<file path="src/rtl/tia_pkg.sv">
// rtl/tia_pkg.sv - shared TIA timing constants and scan controller state encoding
//
// Purpose : default NTSC-style TIA beam timing plus the scan controller state
//           type, shared by the scan controller and the TIA register block.
// Ports   : none (package).
package tia_pkg;

  // Colour clocks per line, visible colour clocks, lines per frame.
  localparam int TIA_H_TOTAL     = 228;
  localparam int TIA_H_VISIBLE   = 160;
  localparam int TIA_V_TOTAL     = 262;
  // Lines forwarded to the LCD, and the drawn window [first, last).
  localparam int TIA_V_LCD       = 240;
  localparam int TIA_V_FIRST     = 24;
  localparam int TIA_V_LAST      = 226;
  // Idle cycles granted to the LCD writer after each pixel strobe.
  localparam int TIA_PACE_CYCLES = 8;

  typedef enum logic [1:0] {
    SCAN_IDLE = 2'd0,
    SCAN_SYNC = 2'd1,
    SCAN_RUN  = 2'd2,
    SCAN_PACE = 2'd3
  } scan_state_e;

  // Counter width able to hold the pace count itself; never narrower than 1.
  function automatic int pace_width(input int cycles);
    return (cycles < 1) ? 1 : $clog2(cycles + 1);
  endfunction

endpackage

</file>
<file path="src/rtl/tia_pace_timer.sv">
// rtl/tia_pace_timer.sv - loadable down-counter with done flag for pixel pacing
//
// Purpose : holds the scan controller in PACE for a programmed number of
//           cycles after each pixel strobe.
// Ports   : clk_i       - clock
//           rst_i       - synchronous active-high reset (count to 0)
//           load_i      - load load_val_i into the counter
//           clr_i       - abandon the current count (count to 0)
//           load_val_i  - value loaded on load_i
//           done_o      - high in the last cycle of the count (count <= 1)
module tia_pace_timer
  import tia_pkg::*;
#(
  parameter int WIDTH = pace_width(TIA_PACE_CYCLES)
) (
  input  logic             clk_i,
  input  logic             rst_i,
  input  logic             load_i,
  input  logic             clr_i,
  input  logic [WIDTH-1:0] load_val_i,
  output logic             done_o
);

  logic [WIDTH-1:0] r_cnt;

  always_ff @(posedge clk_i) begin
    if (rst_i || clr_i) begin
      r_cnt <= '0;
    end else if (load_i) begin
      r_cnt <= load_val_i;
    end else if (r_cnt != '0) begin
      r_cnt <= r_cnt - 1'b1;
    end
  end

  // A load of N gives N cycles with the counter at N..1; the cycle showing 1
  // is the last one, so the owner leaves on that cycle's edge.
  assign done_o = (r_cnt <= WIDTH'(1));

endmodule

</file>
<file path="src/rtl/tia_scan_ctrl.sv">
// rtl/tia_scan_ctrl.sv - TIA beam position / LCD pixel pacing / WSYNC stall controller
//
// Purpose : walks the TIA beam (hpos, vpos), requests one LCD pixel write per
//           visible colour clock with a pacing gap, drives the WSYNC CPU stall
//           and restarts the frame on VSYNC.
// Ports   : clk_i        - clock
//           rst_i        - synchronous active-high reset
//           vsync_stb_i  - one-cycle pulse, VSYNC written with D1=1
//           wsync_stb_i  - one-cycle pulse, WSYNC written
//           lcd_busy_i   - LCD writer busy, freezes the beam while in RUN
//           pix_stb_o    - one-cycle pixel write request
//           pix_sub_o    - sub-pixel index of the current strobe
//           cursor_rst_o - one-cycle LCD cursor reset (in SYNC)
//           hpos_o       - current colour clock
//           vpos_o       - current line
//           draw_o       - render playfield/objects, else black
//           stall_cpu_o  - CPU stall (WSYNC until hblank)
//           frame_o      - one-cycle pulse on SYNC or vpos wrap
// Macro   : TIA_SCAN_HDOUBLE_EN - two paced strobes per visible colour clock
//           (pix_sub_o 0 then 1), giving 320 LCD pixels per line.
module tia_scan_ctrl
  import tia_pkg::*;
#(
  parameter int H_TOTAL     = TIA_H_TOTAL,
  parameter int H_VISIBLE   = TIA_H_VISIBLE,
  parameter int V_TOTAL     = TIA_V_TOTAL,
  parameter int V_LCD       = TIA_V_LCD,
  parameter int V_FIRST     = TIA_V_FIRST,
  parameter int V_LAST      = TIA_V_LAST,
  parameter int PACE_CYCLES = TIA_PACE_CYCLES
) (
  input  logic       clk_i,
  input  logic       rst_i,
  input  logic       vsync_stb_i,
  input  logic       wsync_stb_i,
  input  logic       lcd_busy_i,
  output logic       pix_stb_o,
  output logic       pix_sub_o,
  output logic       cursor_rst_o,
  output logic [7:0] hpos_o,
  output logic [8:0] vpos_o,
  output logic       draw_o,
  output logic       stall_cpu_o,
  output logic       frame_o
);

  localparam int                PACE_W    = pace_width(PACE_CYCLES);
  localparam logic [PACE_W-1:0] PACE_LOAD = PACE_W'(PACE_CYCLES);

  // Wrap points are exact equality compares against the last position, so
  // the counters never run past their totals.
  localparam logic [7:0] H_LAST    = 8'(H_TOTAL - 1);
  localparam logic [7:0] H_VIS     = 8'(H_VISIBLE);
  localparam logic [8:0] V_LASTLN  = 9'(V_TOTAL - 1);
  localparam logic [8:0] V_LCD_END = 9'(V_LCD);
  localparam logic [8:0] V_DRAW_LO = 9'(V_FIRST);
  localparam logic [8:0] V_DRAW_HI = 9'(V_LAST);

  scan_state_e r_state;
  scan_state_e w_state_nxt;

  logic [7:0] r_hpos;
  logic [7:0] w_hpos_nxt;
  logic [8:0] r_vpos;
  logic [8:0] w_vpos_nxt;
  logic       r_stall;
  logic       w_stall_nxt;
  logic       r_wrap;
  logic       w_wrap_nxt;

  logic       w_visible;
  logic       w_active;
  logic       w_strobe;
  logic       w_advance;
  logic       w_pace_load;
  logic       w_pace_clr;
  logic       w_pace_done;

`ifdef TIA_SCAN_HDOUBLE_EN
  logic       r_sub;
  logic       w_sub_nxt;
`endif

  tia_pace_timer #(
    .WIDTH (PACE_W)
  ) u_pace (
    .clk_i      (clk_i),
    .rst_i      (rst_i),
    .load_i     (w_pace_load),
    .clr_i      (w_pace_clr),
    .load_val_i (PACE_LOAD),
    .done_o     (w_pace_done)
  );

  assign w_visible = (r_hpos < H_VIS) && (r_vpos < V_LCD_END);
  assign w_active  = (r_state == SCAN_RUN) || (r_state == SCAN_PACE);

  always_ff @(posedge clk_i) begin
    if (rst_i) begin
      r_state <= SCAN_IDLE;
      r_hpos  <= '0;
      r_vpos  <= '0;
      r_stall <= 1'b0;
      r_wrap  <= 1'b0;
`ifdef TIA_SCAN_HDOUBLE_EN
      r_sub   <= 1'b0;
`endif
    end else begin
      r_state <= w_state_nxt;
      r_hpos  <= w_hpos_nxt;
      r_vpos  <= w_vpos_nxt;
      r_stall <= w_stall_nxt;
      r_wrap  <= w_wrap_nxt;
`ifdef TIA_SCAN_HDOUBLE_EN
      r_sub   <= w_sub_nxt;
`endif
    end
  end

  always_comb begin
    w_state_nxt = r_state;
    w_hpos_nxt  = r_hpos;
    w_vpos_nxt  = r_vpos;
    w_stall_nxt = r_stall;
    w_wrap_nxt  = 1'b0;
    w_strobe    = 1'b0;
    w_advance   = 1'b0;
    w_pace_load = 1'b0;
    w_pace_clr  = 1'b0;
`ifdef TIA_SCAN_HDOUBLE_EN
    w_sub_nxt   = r_sub;
`endif

    if (vsync_stb_i) begin
      // VSYNC pre-empts everything, including a tick due this cycle, so
      // SYNC already shows the beam at the origin.
      w_state_nxt = SCAN_SYNC;
      w_hpos_nxt  = '0;
      w_vpos_nxt  = '0;
      w_stall_nxt = 1'b0;
      w_pace_clr  = 1'b1;
`ifdef TIA_SCAN_HDOUBLE_EN
      w_sub_nxt   = 1'b0;
`endif
    end else begin
      unique case (r_state)
        SCAN_IDLE: begin
          w_state_nxt = SCAN_IDLE;
        end
        SCAN_SYNC: begin
          w_state_nxt = SCAN_RUN;
        end
        SCAN_RUN: begin
          if (!lcd_busy_i) begin
            if (w_visible) begin
              w_strobe    = 1'b1;
              w_pace_load = 1'b1;
              w_state_nxt = SCAN_PACE;
`ifdef TIA_SCAN_HDOUBLE_EN
              // The beam only moves on the second half of the pixel pair.
              if (!r_sub) begin
                w_sub_nxt = 1'b1;
              end else begin
                w_sub_nxt = 1'b0;
                w_advance = 1'b1;
              end
`else
              w_advance = 1'b1;
`endif
            end else begin
              w_advance = 1'b1;
            end
          end
        end
        SCAN_PACE: begin
          if (w_pace_done) begin
            w_state_nxt = SCAN_RUN;
          end
        end
        default: begin
          w_state_nxt = SCAN_IDLE;
        end
      endcase
    end

    if (w_advance) begin
      if (r_hpos == H_LAST) begin
        w_hpos_nxt = '0;
        if (r_vpos == V_LASTLN) begin
          w_vpos_nxt = '0;
          w_wrap_nxt = 1'b1;
        end else begin
          w_vpos_nxt = r_vpos + 9'd1;
        end
      end else begin
        w_hpos_nxt = r_hpos + 8'd1;
      end
      // Stall releases on the tick that enters hblank.
      if (w_hpos_nxt == H_VIS) begin
        w_stall_nxt = 1'b0;
      end
    end

    // Set is evaluated last so a WSYNC landing on the releasing tick keeps
    // the CPU held until the following line's hblank.
    if (wsync_stb_i && (r_state != SCAN_IDLE)) begin
      w_stall_nxt = 1'b1;
    end
  end

  assign pix_stb_o    = w_strobe;
  assign cursor_rst_o = (r_state == SCAN_SYNC);
  assign frame_o      = (r_state == SCAN_SYNC) || r_wrap;
  assign hpos_o       = r_hpos;
  assign vpos_o       = r_vpos;
  assign stall_cpu_o  = r_stall;
  assign draw_o       = w_active && (r_vpos >= V_DRAW_LO) && (r_vpos < V_DRAW_HI)
                        && (r_hpos < H_VIS);

`ifdef TIA_SCAN_HDOUBLE_EN
  assign pix_sub_o = r_sub;
`else
  assign pix_sub_o = 1'b0;
`endif

endmodule

</file>
<file path="config.mk">
export PLATFORM = sky130hd
export DESIGN_NAME = tia_scan_ctrl
export DESIGN_NICKNAME = d
export VERILOG_FILES = /design/src/rtl/tia_pkg.sv /design/src/rtl/tia_pace_timer.sv /design/src/rtl/tia_scan_ctrl.sv
export SDC_FILE = /design/constraint.sdc
export NUM_CORES = 1
export LEC_CHECK = 0
export ABC_CLOCK_PERIOD_IN_PS = 2800
export CORE_MARGIN = 3
export CORE_UTILIZATION = 59
export CTS_BUF_LIST = sky130_fd_sc_hd__clkbuf_4
export CTS_CLUSTER_SIZE = 10
export DETAILED_ROUTE_END_ITERATION = 10
export PLACE_DENSITY = 0.88
export SLEW_MARGIN = 20
export SYNTH_ARGS = -nofsm -noshare
export SYNTH_HDL_FRONTEND = slang
export SYNTH_HIERARCHICAL = 1
export SYNTH_SLANG_ARGS = --single-unit
</file>
<file path="constraint.sdc">
create_clock -name clk_i -period 2.8 [get_ports clk_i]
set_input_delay 0.56 -clock clk_i [delete_from_list [all_inputs] [get_ports clk_i]]
set_output_delay 0.56 -clock clk_i [all_outputs]
set_load 0.1 [all_outputs]
</file>
== Word level (Yosys, flattened, before mapping) ==
Index checks and enable logic that the tools add are counted.

* Bits in registers: 25
* Bits in latches: 0
* Memory bits (writable): 0
* Bits in read-only memories: 0
* Input bits: 5
* Logic and storage cells: 76
* Memories: 0

* Add/sub/neg operators: 3
* Multipliers: 0
* Divide/modulo/power cells: 0
* $lt $le $gt $ge: 5
* Equal/unequal tests: 12
* Shift operators: 0
* Muxes and demuxes: 28
* Bitwise logic cells: 2
* Reductions and logical operators: 18

{| class="wikitable"
|+ Operator list
! cell !! count
|-
| 2-to-1 mux 9 bit || 4
|-
| 2-to-1 mux 8 bit || 4
|-
| less-than comparator 9 x 8 -> 1 bit, second input constant || 2
|-
| equality test 8 bit, second input constant || 2
|-
| 2-to-1 mux 1 bit || 14
|-
| adder 9 x 1 -> 9 bit, second input constant || 1
|-
| equality test 9 bit, second input constant || 1
|-
| >= comparator 9 x 5 -> 1 bit, second input constant || 1
|-
| adder 8 x 1 -> 8 bit, second input constant || 1
|-
| less-than comparator 8 bit, second input constant || 1
|-
| 2-to-1 mux 4 bit || 2
|-
| case mux 2 bit (4 select lines) || 1
|-
| 2-to-1 mux 2 bit || 3
|-
| != test 3 bit, second input constant || 2
|-
| AND reduction 3 bit || 2
|-
| nonzero test 2 bit || 3
|-
| logical AND 1 bit || 5
|-
| equality test 2 bit, second input constant || 2
|-
| less-or-equal comparator 4 x 1 -> 1 bit, second input constant || 1
|-
| != test 2 bit, second input constant || 2
|-
| nonzero test 4 bit || 1
|-
| OR reduction 2 bit || 2
|-
| subtractor 4 x 1 -> 4 bit, second input constant || 1
|-
| logical OR 1 bit || 3
|-
| other kinds (6) || 7
|}

== Longest topological paths before layout ==
Gate-level depths: netlist of the first run.

* Depth in word-level cells: 8
* Mapped depth: 7
* Depth with buffers taken out: 7

== Cells and area by module ==
Netlist of the first run, hierarchy kept.

{| class="wikitable"
|+ Modules (own cells, without submodules)
! module !! times used !! cells each !! area an instance (sq um)
|-
| tia_scan_ctrl || 1 || 164 || 1,378.8
|-
| tia_pace_timer || 1 || 29 || 249.0
|}

== Least setup slack after synthesis of the first run ==
No wires, ideal clock.

* Path type: reg2out
* Start: register r_hpos[5], in the netlist hpos_o[5]
* End: output pix_stb_o
* Arrival: 3,066 ps
* Data required time: 2,240 ps
* Setup slack: -826 ps
* Stages on the path, launching flop included: 5
* Buffers on the path: 1
* Cell sequence: dfxtp_1 > clkbuf_1 > or2_1 > a221oi_1 > nor2b_1

* Longest elaborated chain between the ends: 6

{| class="wikitable"
|+ Ends and longest elaborated chain
! item !! RTL line !! source
|-
| start, declared || tia_scan_ctrl.sv:62 || <nowiki>logic [7:0] r_hpos;</nowiki>
|-
| start signal, assigned || tia_scan_ctrl.sv:110 || <nowiki>r_hpos <= w_hpos_nxt;</nowiki>
|-
| less-than comparator 8 bit || tia_scan_ctrl.sv:95 || <nowiki>assign w_visible = (r_hpos < H_VIS) && (r_vpos < V_LCD_END);</nowiki>
|-
| logical AND 1 bit || tia_scan_ctrl.sv:95 ||
|-
| 2-to-1 mux 1 bit || tia_scan_ctrl.sv:155 || <nowiki>if (w_visible) begin</nowiki>
|-
| 2-to-1 mux 1 bit || tia_scan_ctrl.sv:154 || <nowiki>if (!lcd_busy_i) begin</nowiki>
|-
| 2-to-1 mux 1 bit || tia_scan_ctrl.sv:146 || <nowiki>unique case (r_state)</nowiki>
|-
| 2-to-1 mux 1 bit || tia_scan_ctrl.sv:134 || <nowiki>if (vsync_stb_i) begin</nowiki>
|-
| end, declared || tia_scan_ctrl.sv:37 || <nowiki>output logic pix_stb_o,</nowiki>
|}

Every way passes these cells.

== Worst setup path after layout of the first run ==
Ends and elaborated chain as after synthesis.

==> impl_metrics.csv, run 1 <==
group,metric,value,unit
placement,pre_cts_slack,0.269,ns
clock_tree,cts_sinks,25,
drt,ant_nets,0,
setup_path,crit_type,"reg2out",
setup_path,critPathMaxFanout,10,
drt,drtPass1Iterations,4,
drt,drcViolationCount,0,
clock_tree,clk_latency,0.32,ns
clock_tree,cts-root-buf,"clkbuf_4",
floorplan,num_rows,18,
yosys,yosysUniqueCellTypes,57,
drt,vias,1533,
layout,syn2layout_area_growth,18.2,%
floorplan,die_w,58.5,um
layout,postLayoutCoreUtil,0.756,
drt,viasPerCell,6.11,
power,p_comb_frac,0.163,
min_path,hold_path.class,"reg2reg",
power,switching_share,0.286,
clock_tree,ctsResizeCount,0,
global_routing,grt_pass1_wl,6230,um
sta,timing.fmax,0.389,GHz
power,intPower,0.453,mW
clock_tree,clk_pin_slew,0.14,ns
power,seq_power_share,0.581,
setup_path,crit_path_end_kind,"output pin",
floorplan,initial_utilization,0.640,
floorplan,pin_count,28,
placement,portBuffers,26,
sta,setup_ws,0.227,ns
job,cap_violations,0,
sta,rsz0062_at_grt,"false",
yosys,async_flop_share,0,
yosys,synth_area_per_cell,8.43,um^2
clock_tree,cts_tree,"yes",
clock_tree,htree_levels,1,
sta,clock_skew,0.0148,ns
layout,n_antenna_cell,0,
drt,drt-initial-drc-count,73,
sta,post-route-period-util,0.919,
run_status,run_status,"finished, final reports clean",
yosys,syn-cell-area,0.00163,mm^2
yosys,synthFlopType,"dfxtp_1",
floorplan,die_area,0.00343,mm^2
sta,relSlewSlack,0.655,
clock_tree,clockBufferDepth,2,
sta,finalMaxSlewViolations,0,
global_routing,track_usage,0.229,
setup_path,arrival,2.01,ns
yosys,netlist_instances,193,
yosys,yosys_warnings,6,
floorplan,core-area,0.00254,mm^2
global_routing,grt_pass1_vias,1405,
clock_tree,holdBufCountCts,0,
global_routing,grt-ovfl-total,0,
yosys,ys_seq_area_frac,0.307,
yosys,synth_edf_count,0,
drt,wire_per_inst,14.7,um
setup_path,crit_required,2.24,ns
placement,gp_congestion,0.866,
sta,setup_tns,0,ns
clock_tree,cts_buffers,3,
power,p_leak,0.721,nW
yosys,ys_seq_elements,25,
floorplan,chipHeight,58.5,um
drt,routed_wl,3690,um
placement,dp_hpwl,2850,um
setup_path,crit_path_start_kind,"flop",
sta,finalHoldViolCount,0,
power,pwr-share-clk,0.256,
layout,layout-drive-gt1-share,0.217,
layout,fillers,198,
sta,period_minus_slack,2.57,ns
sta,worst_pin_slew,0.516,ns
power,p_per_area,330,mW/mm^2
sta,setup_viol,0,
power,power.switching,0.181,mW
clock_tree,cts_setup_buffers,0,
global_routing,grt_max_degree,15,
layout,final_nets,234,
power,vdd_drop_max,0.323,mV
global_routing,antenna_found_initial,0,
[cell usage in the layout, fill, tap and decap left out, types with 4 or more instances in the layout]
master           Yosys  layout
nor3_1               5       5
clkdlybuf4s50_1      0       4
a21oi_1             15      15
nand2_1             23      23
xnor2_1              4       4
inv_1                7       7
or3_1                5       5
nor2_1               6       6
conb_1               2       5
dfxtp_1             25      24
o21ai_1              5       5
ha_1                 7       7
buf_4                2      24
and3_1               6       6
nand3_1             13      13
a311oi_1             4       4
[final timing paths]
kind / from / endpoint / slack (ns) / cells after the start
worst max-delay path: hpos_o[5]$_SDFFE_PP0P_ / pix_stb_o / 0.23 / 4
worst min-delay path: vpos_o[7]$_SDFF_PP0_ / vpos_o[7]$_SDFF_PP0_ / 0.54 / 2
worst max register to register: hpos_o[1]$_SDFFE_PP0P_ / vpos_o[2]$_SDFF_PP0_ / 0.68 / 5
worst min register to register: vpos_o[7]$_SDFF_PP0_ / vpos_o[7]$_SDFF_PP0_ / 0.54 / 2
[metal layers]
layer / share of wire / global-route usage
met5: 0 / 0
met4: 0.0076 / 0.0596
met3: 0.050 / 0.0329
met2: 0.49 / 0.399
met1: 0.45 / 0.296
[cells in the mapped netlist, drive strengths merged, types with 2 or more instances]
master   instances  area share
nand4            3       0.012
o22ai            3       0.012
o21a             3       0.014
a311oi           5       0.031
a21oi           17       0.061
or4              2      0.0092
ha               7       0.054
nor2             6       0.014
and3             6       0.023
nand4b           2       0.011
or2              4       0.015
nor2b            3       0.012
nor3b            2       0.012
or4b             2       0.017
xnor2            4       0.022
dfxtp           25        0.31
o21ai            6       0.018
nand3b           3       0.014
conb             2      0.0046
nand3           13       0.040
nand2           23       0.053
nor4             2       0.017
a221oi           3       0.020
nand4bb          3       0.021
clkbuf           3      0.0069
inv              7       0.016
or3              5       0.019
buf              6       0.025
nor3             6       0.025
[logic make-up after synthesis]
logic type	after synthesis	share of synthesized area
xor gates and xnor gates	5	0.0269
muxes	2	0.0131
AOI/OAI and AO/OA	46	0.203
adders and majority gates	7	0.0538
other	2	0.00461
buffers and inverters	16	0.0484
DFF	25	0.307
and+or+nand+nor	90	0.343
[through the flow]
stage               power [mW]  instance area (um^2)  std cells  hold WS [ns]
floorplan                0.451                  1650        196         0.534
global placement         0.474                  1900        247         0.499
detailed placement       0.479                  1900        247         0.514
CTS                      0.638                  1920        251         0.533
global route             0.662                  1920        251         0.553
finish                   0.634                  1920        251         0.538
[sequential cells by signal, summed over array words and instances, names as in the netlist]
| name | count |
|---|---|
| stall_cpu_o | 1 |
| vpos_o | 9 |
| u_pace/r_cnt | 4 |
| hpos_o | 8 |
| r_wrap | 1 |
| r_state | 2 |
[layout make-up]
| cell class | count | area [um^2] | area share |
|---|---|---|---|
| Clock inverter | 1 | 5.00 | 0.00260 |
| Sequential cell | 25 | 502 | 0.261 |
| Inverter | 7 | 26.3 | 0.0137 |
| Multi-Input combinational cell | 155 | 1070 | 0.557 |
| Clock buffer | 3 | 22.5 | 0.0117 |
| Tap cell | 30 | 37.5 | 0.0195 |
| Timing Repair Buffer | 30 | 260 | 0.135 |
[power groups by stage]
stage                     Combinational (mW)  Sequential [mW]  Clock [mW]
after global routing                   0.109            0.370       0.182
after CTS                              0.102            0.369       0.167
after floorplan                       0.0696            0.382           0
after global placement                0.0979            0.376           0
after detailed placement               0.102            0.377           0
final                                  0.103            0.369       0.162
[worst max-delay path, cell delays in order (launching register included)]
cell,delay (ns)
dfxtp_1,0.42
or2_1,0.30
a221oi_1,0.43
nor2b_4,0.34
buf_12,0.21
No activity file was read; power rests on OpenSTA's default activity.
==> run 2, diff against run 1 <==
- CORE_UTILIZATION: 59 -> 55
- CTS_CLUSTER_SIZE: 10 -> 12
- PLACE_DENSITY: 0.88 -> 0.82
==> impl_metrics.csv, run 2 (same netlist as run 1, synthesis figures left out) <==
group,metric,value,unit
floorplan,die_area,0.00365,mm^2
layout,fin_cells,252,
sta,timing.fmax,0.381,GHz
global_routing,grt_pass1_vias,1393,
floorplan,chipHeight,60.4,um
placement,dp_hpwl,2890,um
drt,drtPass1Iterations,4,
drt,vias,1561,
floorplan,initial_utilization,0.585,
setup_path,cp_cell_sequence,"or2_1 -> a221oi_1 -> nor2b_4 -> buf_12",
power,p_leak,0.721,nW
layout,fillers,243,
sta,finalHoldViolCount,0,
sta,clock_skew,0.0167,ns
global_routing,grt_max_degree,15,
sta,setup_tns,0,ns
drt,ant_nets,0,
job,cap_violations,0,
drt,wire_per_inst,15.5,um
setup_path,arrival,2.07,ns
run_status,run_status,"finished, final reports clean",
placement,place_inst,248,
clock_tree,cts_setup_buffers,0,
layout,final_cell_mix,"24 x dfxtp_1, 24 x buf_4, 23 x nand2_1, 15 x a21oi_1, 13 x nand3_1",
layout,largest_register_ff_count,9,
setup_path,crit_path_end_kind,"output pin",
placement,portBuffers,26,
setup_path,slowest_delay,0.44,ns
clock_tree,cts_tree,"yes",
layout,layout-drive-gt1-share,0.217,
clock_tree,cts-root-buf,"clkbuf_4",
clock_tree,htree_levels,1,
sta,worst_pin_slew,0.520,ns
floorplan,die_w,60.4,um
layout,syn2layout_area_growth,18.3,%
sta,hold-worst-slack,0.551,ns
sta,relSlewSlack,0.652,
clock_tree,ctsResizeCount,0,
clock_tree,cts_buffers,3,
floorplan,pin_count,28,
setup_path,crit_type,"reg2out",
setup_path,critPathMaxFanout,10,
clock_tree,holdBufCountCts,0,
drt,drcViolationCount,0,
power,p_per_area,333,mW/mm^2
global_routing,grt-ovfl-total,0,
setup_path,crit_buf_inv,1,
setup_path,crit_path_start_kind,"flop",
power,vdd_drop_max,0.269,mV
sta,rsz0062_at_grt,"false",
sta,period_minus_slack,2.63,ns
layout,n_antenna_cell,0,
drt,viasPerCell,6.19,
setup_path,cp_top_family,"simple AND/OR/NAND/NOR gates",
power,finalPower,0.642,mW
sta,finalMaxSlewViolations,0,
setup_path,crit_required,2.24,ns
clock_tree,clockBufferDepth,2,
drt,routed_wl,3900,um
drt,drt-initial-drc-count,86,
min_path,hold_path.class,"reg2reg",
layout,final_nets,234,
clock_tree,clk_latency,0.34,ns
global_routing,antenna_found_initial,0,
global_routing,grt_pass1_wl,6310,um
floorplan,core-area,0.00278,mm^2
floorplan,num_rows,19,
sta,setup_viol,0,
placement,gp_congestion,0.901,
clock_tree,clk_pin_slew,0.15,ns
global_routing,track_usage,0.225,
setup_path,crit_slowest_cell,"a221oi_1",
sta,post-route-period-util,0.938,
clock_tree,cts_sinks,25,
run 2: area by class of cell:
type	count	area, um^2	share of cell area
Sequential cell	25	502	0.261
Timing Repair Buffer	30	260	0.135
Clock inverter	1	5.00	0.00260
Multi-Input combinational cell	155	1070	0.556
Inverter	7	26.3	0.0136
Clock buffer	3	22.5	0.0117
Tap cell	31	38.8	0.0201
run 2: worst register-to-register path, cell delays in order (launching register included):
cell and delay [ns]:
dfxtp_1 0.44, ha_1 0.35, or4b_4 0.55, nor3_4 0.30, nand3b_1 0.14, a221oi_2 0.25
run 2: through the flow:
stage	worst slack, ns	utilization	area, um^2
final	0.173	0.692	1930
after detailed placement	0.262	0.682	1900
after floorplan	0.107	-	1650
after global routing	0.0689	0.692	1930
after global placement	0.282	0.682	1900
after CTS	0.221	0.692	1930
run 2: metal layers:
metal	wire [um]	track usage	share of wire	vias to the layer above
met4	59	0.0791	0.015	0
met5	0	0	0	-
met2	1880	0.367	0.48	43
met1	1770	0.300	0.45	748
met3	191	0.0383	0.049	7
li1	-	-	-	763
run 2: worst paths after layout:
| check | start | endpoint | slack [ns] | cells past startpoint |
|---|---|---|---|---|
| setup reg to reg | hpos_o[1]$_SDFFE_PP0P_ | vpos_o[2]$_SDFF_PP0_ | 0.71 | 5 |
| hold reg to reg | vpos_o[7]$_SDFF_PP0_ | vpos_o[7]$_SDFF_PP0_ | 0.55 | 2 |
| setup / recovery | hpos_o[5]$_SDFFE_PP0P_ | pix_stb_o | 0.17 | 4 |
| hold / removal | vpos_o[7]$_SDFF_PP0_ | vpos_o[7]$_SDFF_PP0_ | 0.55 | 2 |
run 2: where the power goes:
part / total, mW / switching (mW) / internal, mW / leakage [nW]
registers: 0.369 / 0.00673 / 0.362 / 0.202
logic: 0.103 / 0.0655 / 0.0375 / 0.501
clock network: 0.170 / 0.116 / 0.0537 / 0.0177
total: 0.642 / 0.188 / 0.453 / 0.721
==> run 3, diff against run 2 <==
- CORE_UTILIZATION: 55 -> 40
- PLACE_DENSITY: 0.82 -> unset
==> impl_metrics.csv, run 3 (same netlist as run 1, synthesis figures left out) <==
group,metric,value,unit
sta,setup_tns,0,ns
power,power.switching,0.184,mW
setup_path,crit_buf_inv,2,
layout,multi_input_area,0.00107,mm^2
setup_path,cp_top_family,"simple AND/OR/NAND/NOR gates",
power,switching_share,0.284,
job,cap_violations,0,
sta,clock_skew,0.00488,ns
layout,syn2layout_area_growth,19.8,%
drt,vias,1485,
floorplan,core-area,0.00380,mm^2
floorplan,die_area,0.00487,mm^2
global_routing,grt-ovfl-total,0,
global_routing,grt_pass1_wl,6440,um
layout,register_area,502,um^2
min_path,hold_path.class,"reg2reg",
drt,drtPass1Iterations,4,
drt,drcViolationCount,0,
power,p_comb_frac,0.157,
power,pwr-share-clk,0.275,
clock_tree,cts_buffers,3,
sta,relSlewSlack,0.657,
drt,routed_wl,3890,um
sta,setup_viol,0,
clock_tree,clockBufferDepth,2,
setup_path,cp_cell_sequence,"clkdlybuf4s50_1 -> or4b_4 -> nor2b_4 -> buf_12",
global_routing,antenna_found_initial,0,
power,finalPower,0.649,mW
clock_tree,clk_pin_slew,0.14,ns
setup_path,critical_path_depth,4,
floorplan,num_rows,22,
sta,worst_pin_slew,0.502,ns
layout,postLayoutCoreUtil,0.513,
setup_path,crit_type,"in2out",
layout,layout-drive-gt1-share,0.217,
clock_tree,cts_sinks,25,
floorplan,pin_count,28,
clock_tree,clk_latency,0.32,ns
clock_tree,holdBufCountCts,0,
drt,wire_per_inst,14.4,um
placement,dp_hpwl,2880,um
setup_path,crit_required,2.24,ns
placement,portBuffers,26,
global_routing,track_usage,0.158,
drt,ant_nets,0,
power,seq_power_share,0.568,
sta,timing.fmax,0.395,GHz
sta,finalMaxSlewViolations,0,
setup_path,critPathMaxFanout,8,
power,vdd_drop_max,0.302,mV
setup_path,crit_slowest_cell,"or4b_4",
layout,final_cell_mix,"24 x dfxtp_1, 24 x buf_4, 23 x nand2_1, 15 x a21oi_1, 13 x nand3_1",
floorplan,die_w,69.8,um
layout,n_antenna_cell,0,
power,p_leak,0.722,nW
floorplan,initial_utilization,0.429,
clock_tree,ctsResizeCount,0,
setup_path,crit_path_start_kind,"input port",
clock_tree,cts_tree,"yes",
layout,final_nets,234,
drt,drt-initial-drc-count,58,
placement,gp_congestion,0.828,
layout,largest_register_ff_count,9,
setup_path,crit_path_end_kind,"output pin",
setup_path,r2r_cells,5,
sta,rsz0062_at_grt,"false",
setup_path,arrival,1.97,ns
sta,post-route-period-util,0.904,
floorplan,chipHeight,69.8,um
clock_tree,cts_setup_buffers,0,
layout,fillers,377,
clock_tree,htree_levels,1,
sta,finalHoldViolCount,0,
drt,viasPerCell,5.52,
sta,period_minus_slack,2.53,ns
global_routing,grt_max_degree,14,
clock_tree,cts-root-buf,"clkbuf_4",
setup_path,slowest_delay,0.55,ns
power,p_per_area,333,mW/mm^2
min_path,holdPathStages,2,
run_status,run_status,"finished, final reports clean",
global_routing,grt_pass1_vias,1358,
power,intPower,0.465,mW
[run 3: changes by cell type in the layout (fill, tap and decap cells not counted), sizes merged]
cell	change
clkbuf	+1
clkinv	-1
[run 3: final cells by class]
type,instances,area share
Tap cell,48,0.0308
Timing Repair Buffer,30,0.134
Inverter,7,0.0135
Multi-Input combinational cell,155,0.549
Sequential cell,25,0.257
Clock buffer,4,0.0154
[run 3: power by group through the flow]
stage	registers, mW	logic (mW)	clock network (mW)
after floorplan	0.382	0.0696	0
final	0.369	0.102	0.178
after global routing	0.370	0.108	0.198
after global placement	0.376	0.0996	0
after CTS	0.369	0.102	0.184
after detailed placement	0.377	0.101	0
[run 3: per-layer routing]
layer / routed length [um] / vias up / global-route usage / share of wire
met5: 0 / - / 0 / 0
met4: 24 / 0 / 0.0319 / 0.0062
met3: 118 / 2 / 0.0348 / 0.030
met2: 1830 / 23 / 0.268 / 0.47
met1: 1910 / 692 / 0.206 / 0.49
li1: - / 768 / - / -
[run 3: worst paths after layout]
kind                           from                   end  slack (ns)
max                     vsync_stb_i             pix_stb_o        0.27
min            vpos_o[7]$_SDFF_PP0_  vpos_o[7]$_SDFF_PP0_        0.52
max reg2reg  hpos_o[1]$_SDFFE_PP0P_  vpos_o[2]$_SDFF_PP0_        0.67
min reg2reg    vpos_o[7]$_SDFF_PP0_  vpos_o[7]$_SDFF_PP0_        0.52
[run 3: through the flow]
step | hold slack (ns) | cell area (um^2) | setup slack, ns | std cells
6_report | 0.523 | 1950 | 0.268 | 269
3_3_place_gp | 0.504 | 1920 | 0.286 | 265
5_1_grt | 0.574 | 1950 | 0.139 | 269
4_1_cts | 0.527 | 1950 | 0.248 | 269
3_5_place_dp | 0.506 | 1920 | 0.277 | 265
2_1_floorplan | 0.534 | 1650 | 0.107 | 196
[run 3: worst register-to-register path, stage by stage (launching register included)]
cell and delay [ns]:
dfxtp_1 0.46, ha_1 0.35, or4b_4 0.56, nor3_4 0.30, nand3b_1 0.14, a221oi_2 0.25
